### src/rtl/modulo_transfer_rolhas_param_pkg.sv
// modulo_transfer_rolhas_param_pkg: FSM state encoding and timeout counter width
package modulo_transfer_rolhas_param_pkg;
  typedef enum logic [1:0] {
    IDLE     = 2'd0,
    REQ      = 2'd1,
    WAIT_LOW = 2'd2,
    ERRO     = 2'd3
  } state_t;
  localparam int TO_W = 8;
endpackage

### src/rtl/modulo_transfer_rolhas_param_timeout.sv
// contador_timeout: REQ-phase cycle counter with clear, enable and terminal flag at TIMEOUT
module contador_timeout
  import modulo_transfer_rolhas_param_pkg::*;
#(
  parameter int TIMEOUT = 255
) (
  input  logic clk,
  input  logic reset_n,
  input  logic i_clr,
  input  logic i_en,
  output logic o_term
);
  logic [TO_W-1:0] r_cnt;
  always_ff @(posedge clk or negedge reset_n) begin
    if (!reset_n) r_cnt <= '0;
    else if (i_clr) r_cnt <= '0;
    else if (i_en) r_cnt <= r_cnt + 1'b1;
  end
  assign o_term = r_cnt == TO_W'(TIMEOUT);
endmodule

### src/rtl/modulo_transfer_rolhas_param.sv
// modulo_transfer_rolhas_param: reservoir/dispenser cork counters with req/ack batch transfer
module modulo_transfer_rolhas_param
  import modulo_transfer_rolhas_param_pkg::*;
#(
  parameter int W            = 7,
  parameter int DW           = 5,
  parameter int TRANSFER_MIN = 20,
  parameter int BATCH        = 15,
  parameter int DISP_MAX     = 20,
  parameter int ADD_QTY      = 10,
  parameter int TIMEOUT      = 255
) (
  input  logic          clk,
  input  logic          reset_n,
  input  logic          add_rolhas,
  input  logic          consume_rolha,
  input  logic          transfer_ack,
  input  logic          clr_erro,
  output logic [W-1:0]  reg_r,
  output logic [DW-1:0] disp_r,
  output logic          transfer_rolhas,
  output logic          alarme_estoque,
  output logic          falta_rolha,
  output logic          erro_timeout
);
  localparam logic [W:0]    C_RES_MAX = {1'b0, {W{1'b1}}};
  localparam logic [W:0]    C_ADD     = (W+1)'(ADD_QTY);
  localparam logic [W:0]    C_BATCH_R = (W+1)'(BATCH);
  localparam logic [W-1:0]  C_TMIN    = W'(TRANSFER_MIN);
  localparam logic [DW:0]   C_BATCH_D = (DW+1)'(BATCH);
  localparam logic [DW-1:0] C_HEAD    = DW'(DISP_MAX - BATCH);
  state_t        r_state, w_next;
  logic [W-1:0]  r_reg;
  logic [DW-1:0] r_disp;
  logic          w_can_tx, w_xfer, w_cnt_clr, w_cnt_en, w_term, w_dec;
  logic [W:0]    w_reg_sum;
  logic [DW:0]   w_disp_sum;
  contador_timeout #(.TIMEOUT(TIMEOUT)) u_timeout (
    .clk     (clk),
    .reset_n (reset_n),
    .i_clr   (w_cnt_clr),
    .i_en    (w_cnt_en),
    .o_term  (w_term)
  );
  assign w_can_tx = (r_reg >= C_TMIN) && (r_disp <= C_HEAD);
  always_comb begin
    w_next    = r_state;
    w_xfer    = 1'b0;
    w_cnt_clr = 1'b1;
    w_cnt_en  = 1'b0;
    unique case (r_state)
      IDLE:     w_next = (w_can_tx && !transfer_ack) ? REQ : IDLE;
      REQ: begin
        w_xfer    = transfer_ack;
        w_cnt_clr = transfer_ack || w_term;
        w_cnt_en  = 1'b1;
        w_next    = transfer_ack ? WAIT_LOW : (w_term ? ERRO : REQ);
      end
      WAIT_LOW: w_next = transfer_ack ? WAIT_LOW : IDLE;
      ERRO:     w_next = clr_erro ? IDLE : ERRO;
    endcase
  end
  // an empty dispenser swallows a consume pulse unless a batch lands on the same edge
  assign w_dec      = consume_rolha && (w_xfer || r_disp != '0);
  assign w_reg_sum  = {1'b0, r_reg} + (add_rolhas ? C_ADD : '0) - (w_xfer ? C_BATCH_R : '0);
  assign w_disp_sum = {1'b0, r_disp} + (w_xfer ? C_BATCH_D : '0) - (w_dec ? (DW+1)'(1) : '0);
  always_ff @(posedge clk or negedge reset_n) begin
    if (!reset_n) begin
      r_state <= IDLE;
      r_reg   <= '0;
      r_disp  <= '0;
    end else begin
      r_state <= w_next;
      r_reg   <= (w_reg_sum > C_RES_MAX) ? C_RES_MAX[W-1:0] : w_reg_sum[W-1:0];
      r_disp  <= w_disp_sum[DW-1:0];
    end
  end
  assign reg_r           = r_reg;
  assign disp_r          = r_disp;
  assign transfer_rolhas = r_state == REQ;
  assign erro_timeout    = r_state == ERRO;
  assign alarme_estoque  = r_reg < C_TMIN;
  assign falta_rolha     = r_disp == '0;
endmodule

### config.mk
export PLATFORM = sky130hd
export DESIGN_NAME = modulo_transfer_rolhas_param
export DESIGN_NICKNAME = d
export VERILOG_FILES = /design/src/rtl/modulo_transfer_rolhas_param_pkg.sv /design/src/rtl/modulo_transfer_rolhas_param_timeout.sv /design/src/rtl/modulo_transfer_rolhas_param.sv
export SDC_FILE = /design/constraint.sdc
export NUM_CORES = 1
export LEC_CHECK = 0
export CAP_MARGIN = 20
export CORE_ASPECT_RATIO = 1.2
export CORE_MARGIN = 2
export CORE_UTILIZATION = 40
export DETAILED_ROUTE_END_ITERATION = 8
export SYNTH_ARGS = -nofsm -noshare
export SYNTH_HDL_FRONTEND = slang
export SYNTH_SLANG_ARGS = --single-unit
### constraint.sdc
create_clock -name clk -period 7.65 [get_ports clk]
set_input_delay 1.9125 -clock clk [delete_from_list [all_inputs] [get_ports clk]]
set_output_delay 1.9125 -clock clk [all_outputs]
set_load 0.01 [all_outputs]
[Word-level counts from Yosys, hierarchy flattened]
Index checks and enable logic that the tools add are counted.
Storage, ports and cells
  flip-flop bits (word level): 22
  bits of input ports: 6
  word-level logic and storage cells: 43
Operators by class
  add/subtract/negate cells: 5
  order comparisons: 4
  equal/unequal tests: 4
  muxes and demuxes: 16
  reductions and logical operators: 10
Operators by type and width (number)
  2-to-1 mux 8 bit: 2
  2-to-1 mux 4 bit: 3
  adder 7 x 4 -> 8 bit: 1
  adder 8 x 1 -> 8 bit, second input constant: 1
  equality test 8 bit, second input constant: 1
  greater-than comparator 8 x 7 -> 1 bit, second input constant: 1
  2-to-1 mux 2 bit: 4
  one-hot mux 2 bit (4 select lines): 1
  subtractor 8 x 4 -> 8 bit: 1
  greater-or-equal comparator 7 x 5 -> 1 bit, second input constant: 1
  less-than comparator 7 x 5 -> 1 bit, second input constant: 1
  2-to-1 mux 7 bit: 1
  adder 5 x 4 -> 5 bit: 1
  less-or-equal comparator 5 x 3 -> 1 bit, second input constant: 1
  logical NOT 5 bit: 1
  2-to-1 mux 1 bit: 5
  nonzero test 5 bit: 1
  subtractor 5 x 1 -> 5 bit: 1
  equality test 2 bit, second input constant: 2
  logical AND 1 bit: 3
  equality test 2 x 1 -> 1 bit, second input constant: 1
  logical NOT 2 bit: 1
  logical OR 1 bit: 2
  nonzero test 2 bit: 1
  logical NOT 1 bit: 1

[Longest topological paths before layout]
  word-level depth: 6
  depth in mapped cells: 11
  depth with buffers taken out: 11

[Hierarchy]
Synthesis repeated with hierarchy kept, for this count alone.
Unflattened totals
  cell total of the unflattened synthesis: 157
  area, all modules: 1524.0 µm²
Modules (own cells, without submodules)
  modulo_transfer_rolhas_param: instances 1, cells an instance 118, area an instance 1127.3 µm², seq. area each 350.3 µm²
  contador_timeout: instances 1, cells an instance 39, area an instance 396.6 µm², seq. area each 200.2 µm²

[Least setup slack after synthesis]
No wires, ideal clock.
  path kind: input to register
  start point: input port transfer_ack
  end point: register r_reg[0], in the netlist reg_r[0]
  arrival time: 4277 ps
  required time: 7509 ps
  path slack: 3233 ps
  stages: 10
  buffers on the path: 1
  cell sequence: nand3b_1 > buf_2 > xor2_1 > ha_1 > ha_1 > fa_1 > a211oi_2 > nor2_1 > o311ai_4 > nand3_2
Between the ends
  cells in the longest elaborated chain, start to end: 5
RTL lines
  from (decl): RTL line modulo_transfer_rolhas_param.sv:17  | input logic transfer_ack,
  2-to-1 mux 1 bit (*): RTL line modulo_transfer_rolhas_param.sv:51  | unique case (r_state)
  2-to-1 mux 4 bit (*): RTL line modulo_transfer_rolhas_param.sv:65  | assign w_reg_sum = {1'b0, r_reg} + (add_rolhas ? C_ADD : '0) - (w_xfer ? C_BATCH_R : '0);
  subtractor 8 x 4 -> 8 bit (*): RTL line modulo_transfer_rolhas_param.sv:65
  greater-than comparator 8 x 7 -> 1 bit: RTL line modulo_transfer_rolhas_param.sv:74  | r_reg <= (w_reg_sum > C_RES_MAX) ? C_RES_MAX[W-1:0] : w_reg_sum[W-1:0];
  2-to-1 mux 7 bit (*): RTL line modulo_transfer_rolhas_param.sv:74
  to (signal assigned): RTL line modulo_transfer_rolhas_param.sv:74
  to (decl): RTL line modulo_transfer_rolhas_param.sv:33  | logic [W-1:0] r_reg;
Mark *: on every way between the ends. The rest lies on a longest branch, timed or not.
A chain may end at the register's enable or synchronous reset.

[Final worst setup path]
  start point: input port transfer_ack
  end point: register r_reg[3], in the netlist reg_r[3]
The elaborated chain is that of the path after synthesis.

==> run metrics <==
status=completed; area taken by multi-input logic gates=a little under 900 um2; Clock Tree Buf Depth=2; height of the die=between 70 and 80 um; total number of clock tree sinks=22; fill cell count=340; post-CTS repair timing setup buffer count=0; effective utilization at floorplan=around 41%; ant diodes=0; post-detailed-route via-to-cell ratio=5.35; I/O pin count=22; DRC violation count after routing=0; half-perimeter wire length of the detailed placement result=2.37 mm; number of CTS-inserted buffers=3; Post-Route Setup TNS=0 ps; proportion of layout cells with a drive suffix above 1=10.3%; reported max-cap violation count=0; final critical-path required period=5120 ps; max incr delay on CP=about 540 ps; Post-Synthesis Cell Area=1470 um2; Slew HR=62.1%; kind of end point of the critical path=flip-flop; total number of nets in the final design=198; IR Drop Worst-Case VDD=roughly 0.23 mV; first-pass GRT wire length=between 5 and 6 mm; RSZ-0062 raised after global routing=false; horizontal die dimension=59.4 um; R2R depth=9; placement row count=24; cell-by-cell trace of the critical path=clkdlybuf4s50_1 > nand3b_1 > xor2_1 > ha_1 > ha_1 > fa_1 > a211oi_2 > nor2_1 > o311ai_4 > nand2_1; maximum fanout along the worst path=15; total number of yosys warnings=0; slew at the pin closest to its max-slew limit=~570 ps; count of buffers inserted at the top-level ports=21; instance count of the mapped netlist=151; Clk pin slew, worst setup/hold paths=90 ps; layout overhead on the synthesized area=23.7%; grt ovf=0; number of flops mapped to enable cells by yosys=0; pin count of the biggest net entering global routing=23; wire length per cell=14.3 um; start of the worst register-to-register path=r_state[1]$_DFF_PN0_; end of the worst register-to-register path=reg_r[3]$_DFF_PN0_; Std-Cell Core Area=~3600 um2; initial antenna violation count=0; end of the worst hold path=u_timeout.r_cnt[0]$_DFFE_PN0P_; fin cells=214; PwrDens=468 nW/um2; Hold Path Cell Cnt=1; count of unique library cells instantiated by Yosys=39; TritonCTS clock tree=yes; hold crit path type=flip-flop to flip-flop; crit share post-route=67.0%; prevailing post-synth register cell=sky130_fd_sc_hd__dfrtp_1; clk root buf=sky130_fd_sc_hd__clkbuf_8; share of the yosys chip area belonging to registers=37.4%; number of detailed-routing iterations run before antenna repair=4; commonest non-fill, non-tap cell in the layout=sky130_fd_sc_hd__dfrtp_1; launch point of the worst hold path=u_timeout.r_cnt[0]$_DFFE_PN0P_; GRT Util Overall=15.6%; global placement routability congestion=between 0.8 and 0.9; flip-flop and latch count after synthesis=22; vias in the first global route=1186; worst-case register-to-register setup slack=4200 ps; Final setup violation count=0; Clock Skew=4.43 ps; share of synthesized registers carrying an async set or reset=100%; Highest Clock Rate=0.195 GHz; Clk Latency, worst-skew pair=270 ps; sequential cell area=551 um2; arrival time of data at the critical path endpoint=5250 ps; mean post-synth cell area=between 9 and 10 um2; slowest stage cell, crit path=sky130_fd_sc_hd__clkdlybuf4s50_1; kind of start point of the critical path=input port; quantity of hold-fixing buffers added after cts=0; commonest cells after routing, fill and taps aside=sky130_fd_sc_hd__dfrtp_1 (22), sky130_fd_sc_hd__clkdlybuf4s50_1 (21), sky130_fd_sc_hd__nor2_1 (14), sky130_fd_sc_hd__ha_1 (14), sky130_fd_sc_hd__inv_1 (12); Routed Wire Length=about 3 mm; Die Outline Area=4180 um2; number of DRC markers in iteration 0=43; number of levels the H-tree was split into=1; Mapped Nets=173; Final Hold Viols=0; Cells after DPL=209; number of max-slew violations in the final report=0; cell leakage power=0.802 nW; DRT antenna net count=0; required time of the critical path=between 7000 and 8000 ps; CP Class=input port to flip-flop; number of instances resized during post-cts repair=0; vias after detailed routing=roughly 1100; CP most frequent cell=sky130_fd_sc_hd__ha_1
## power by group
| part | leakage, nW | switching (mW) | internal, mW |
|---|---|---|---|
| clock | 0.0357 | 0.0401 | 0.0699 |
| combinational | 0.498 | 0.278 | 0.266 |
| sequential | 0.268 | 0.0403 | 0.157 |
## state kept, by name (all words and copies together), names as in the netlist
register / flops
r_state: 2
reg_r: 7
u_timeout.r_cnt: 8
disp_r: 5
## cells in the mapped netlist, types with 2 or more instances
cell / count / area, um2
sky130_fd_sc_hd__dfrtp_1: 22 / 551
sky130_fd_sc_hd__xnor2_1: 8 / 70.1
sky130_fd_sc_hd__o21ai_0: 5 / 25.0
sky130_fd_sc_hd__or2_2: 3 / 18.8
sky130_fd_sc_hd__nand3_1: 3 / 15.0
sky130_fd_sc_hd__nand2_1: 11 / 41.3
sky130_fd_sc_hd__nand3b_1: 2 / 15.0
sky130_fd_sc_hd__nor3_1: 3 / 15.0
sky130_fd_sc_hd__xor2_1: 6 / 52.6
sky130_fd_sc_hd__nor2_1: 14 / 52.6
sky130_fd_sc_hd__a21oi_1: 6 / 30.0
sky130_fd_sc_hd__fa_1: 2 / 40.0
sky130_fd_sc_hd__o211ai_1: 2 / 15.0
sky130_fd_sc_hd__inv_1: 12 / 45.0
sky130_fd_sc_hd__ha_1: 14 / 175
sky130_fd_sc_hd__a211oi_1: 4 / 30.0
sky130_fd_sc_hd__a21o_1: 5 / 37.5
sky130_fd_sc_hd__nand2b_1: 6 / 37.5
sky130_fd_sc_hd__o21ai_2: 3 / 26.3
## logic make-up (layout without fill, tap and decap cells)
| kind of cell | count (synthesis) | after routing | share of synthesized area [%] |
|---|---|---|---|
| simple gates | 53 | 53 | 19.4 |
| compound gates | 32 | 32 | 16.6 |
| fa+ha+maj | 16 | 16 | 14.6 |
| xor+xnor | 14 | 14 | 8.33 |
| flops | 22 | 22 | 37.4 |
| buf+inv | 14 | 38 | 3.66 |
## cell type report
| class | count | share of cell area [%] |
|---|---|---|
| clock buffers | 3 | 2.27 |
| flip-flops and latches | 22 | 30.2 |
| inverters | 12 | 2.47 |
| clock inverters | 1 | 1.65 |
| repair buffers | 22 | 13.1 |
| multi-input cells | 115 | 47.6 |
| well taps | 39 | 2.68 |
## stage by stage
stage / power [mW] / instance area [um2] / hold WS, ps / util [%] / worst slack [ps]
floorplan: 0.588 / 1470 / 455 / - / 3230
CTS: 0.856 / 1790 / 496 / 50.2 / 2540
finish: 0.852 / 1820 / 491 / 50.9 / 2530
detailed placement: 0.747 / 1720 / 483 / 48.2 / 2260
global route: 0.925 / 1820 / 530 / 50.9 / 2350
global placement: 0.726 / 1720 / 474 / 48.2 / 2360
## worst max-delay path by stage
stage	startpoint	cells after the start	slack [ps]	end
after floorplan	transfer_ack	10	3230	reg_r[0]$_DFF_PN0_
after CTS	transfer_ack	10	2540	reg_r[3]$_DFF_PN0_
after detailed placement	transfer_ack	10	2260	reg_r[3]$_DFF_PN0_
after global routing	transfer_ack	10	2350	reg_r[0]$_DFF_PN0_
after global placement	transfer_ack	10	2360	reg_r[0]$_DFF_PN0_
final	transfer_ack	10	2530	reg_r[3]$_DFF_PN0_
## metal layers
metal,routed length [um],vias to the layer above,global-route usage [%]
li1,-,568,-
met1,1380,551,19.0
met2,1510,19,26.4
met3,93,7,2.78
met4,65,0,6.31
met5,0,-,0
## worst max-delay path, delay by kind of cell
kind,cells,cell delay (ps)
adders and majority gates,3,1030
AOI/OAI and AO/OA,2,790
and+or+nand+nor,3,670
buffers and inverters,1,540
xor gates and xnor gates,1,310
Note: power is estimated with default switching activity, not from simulation.
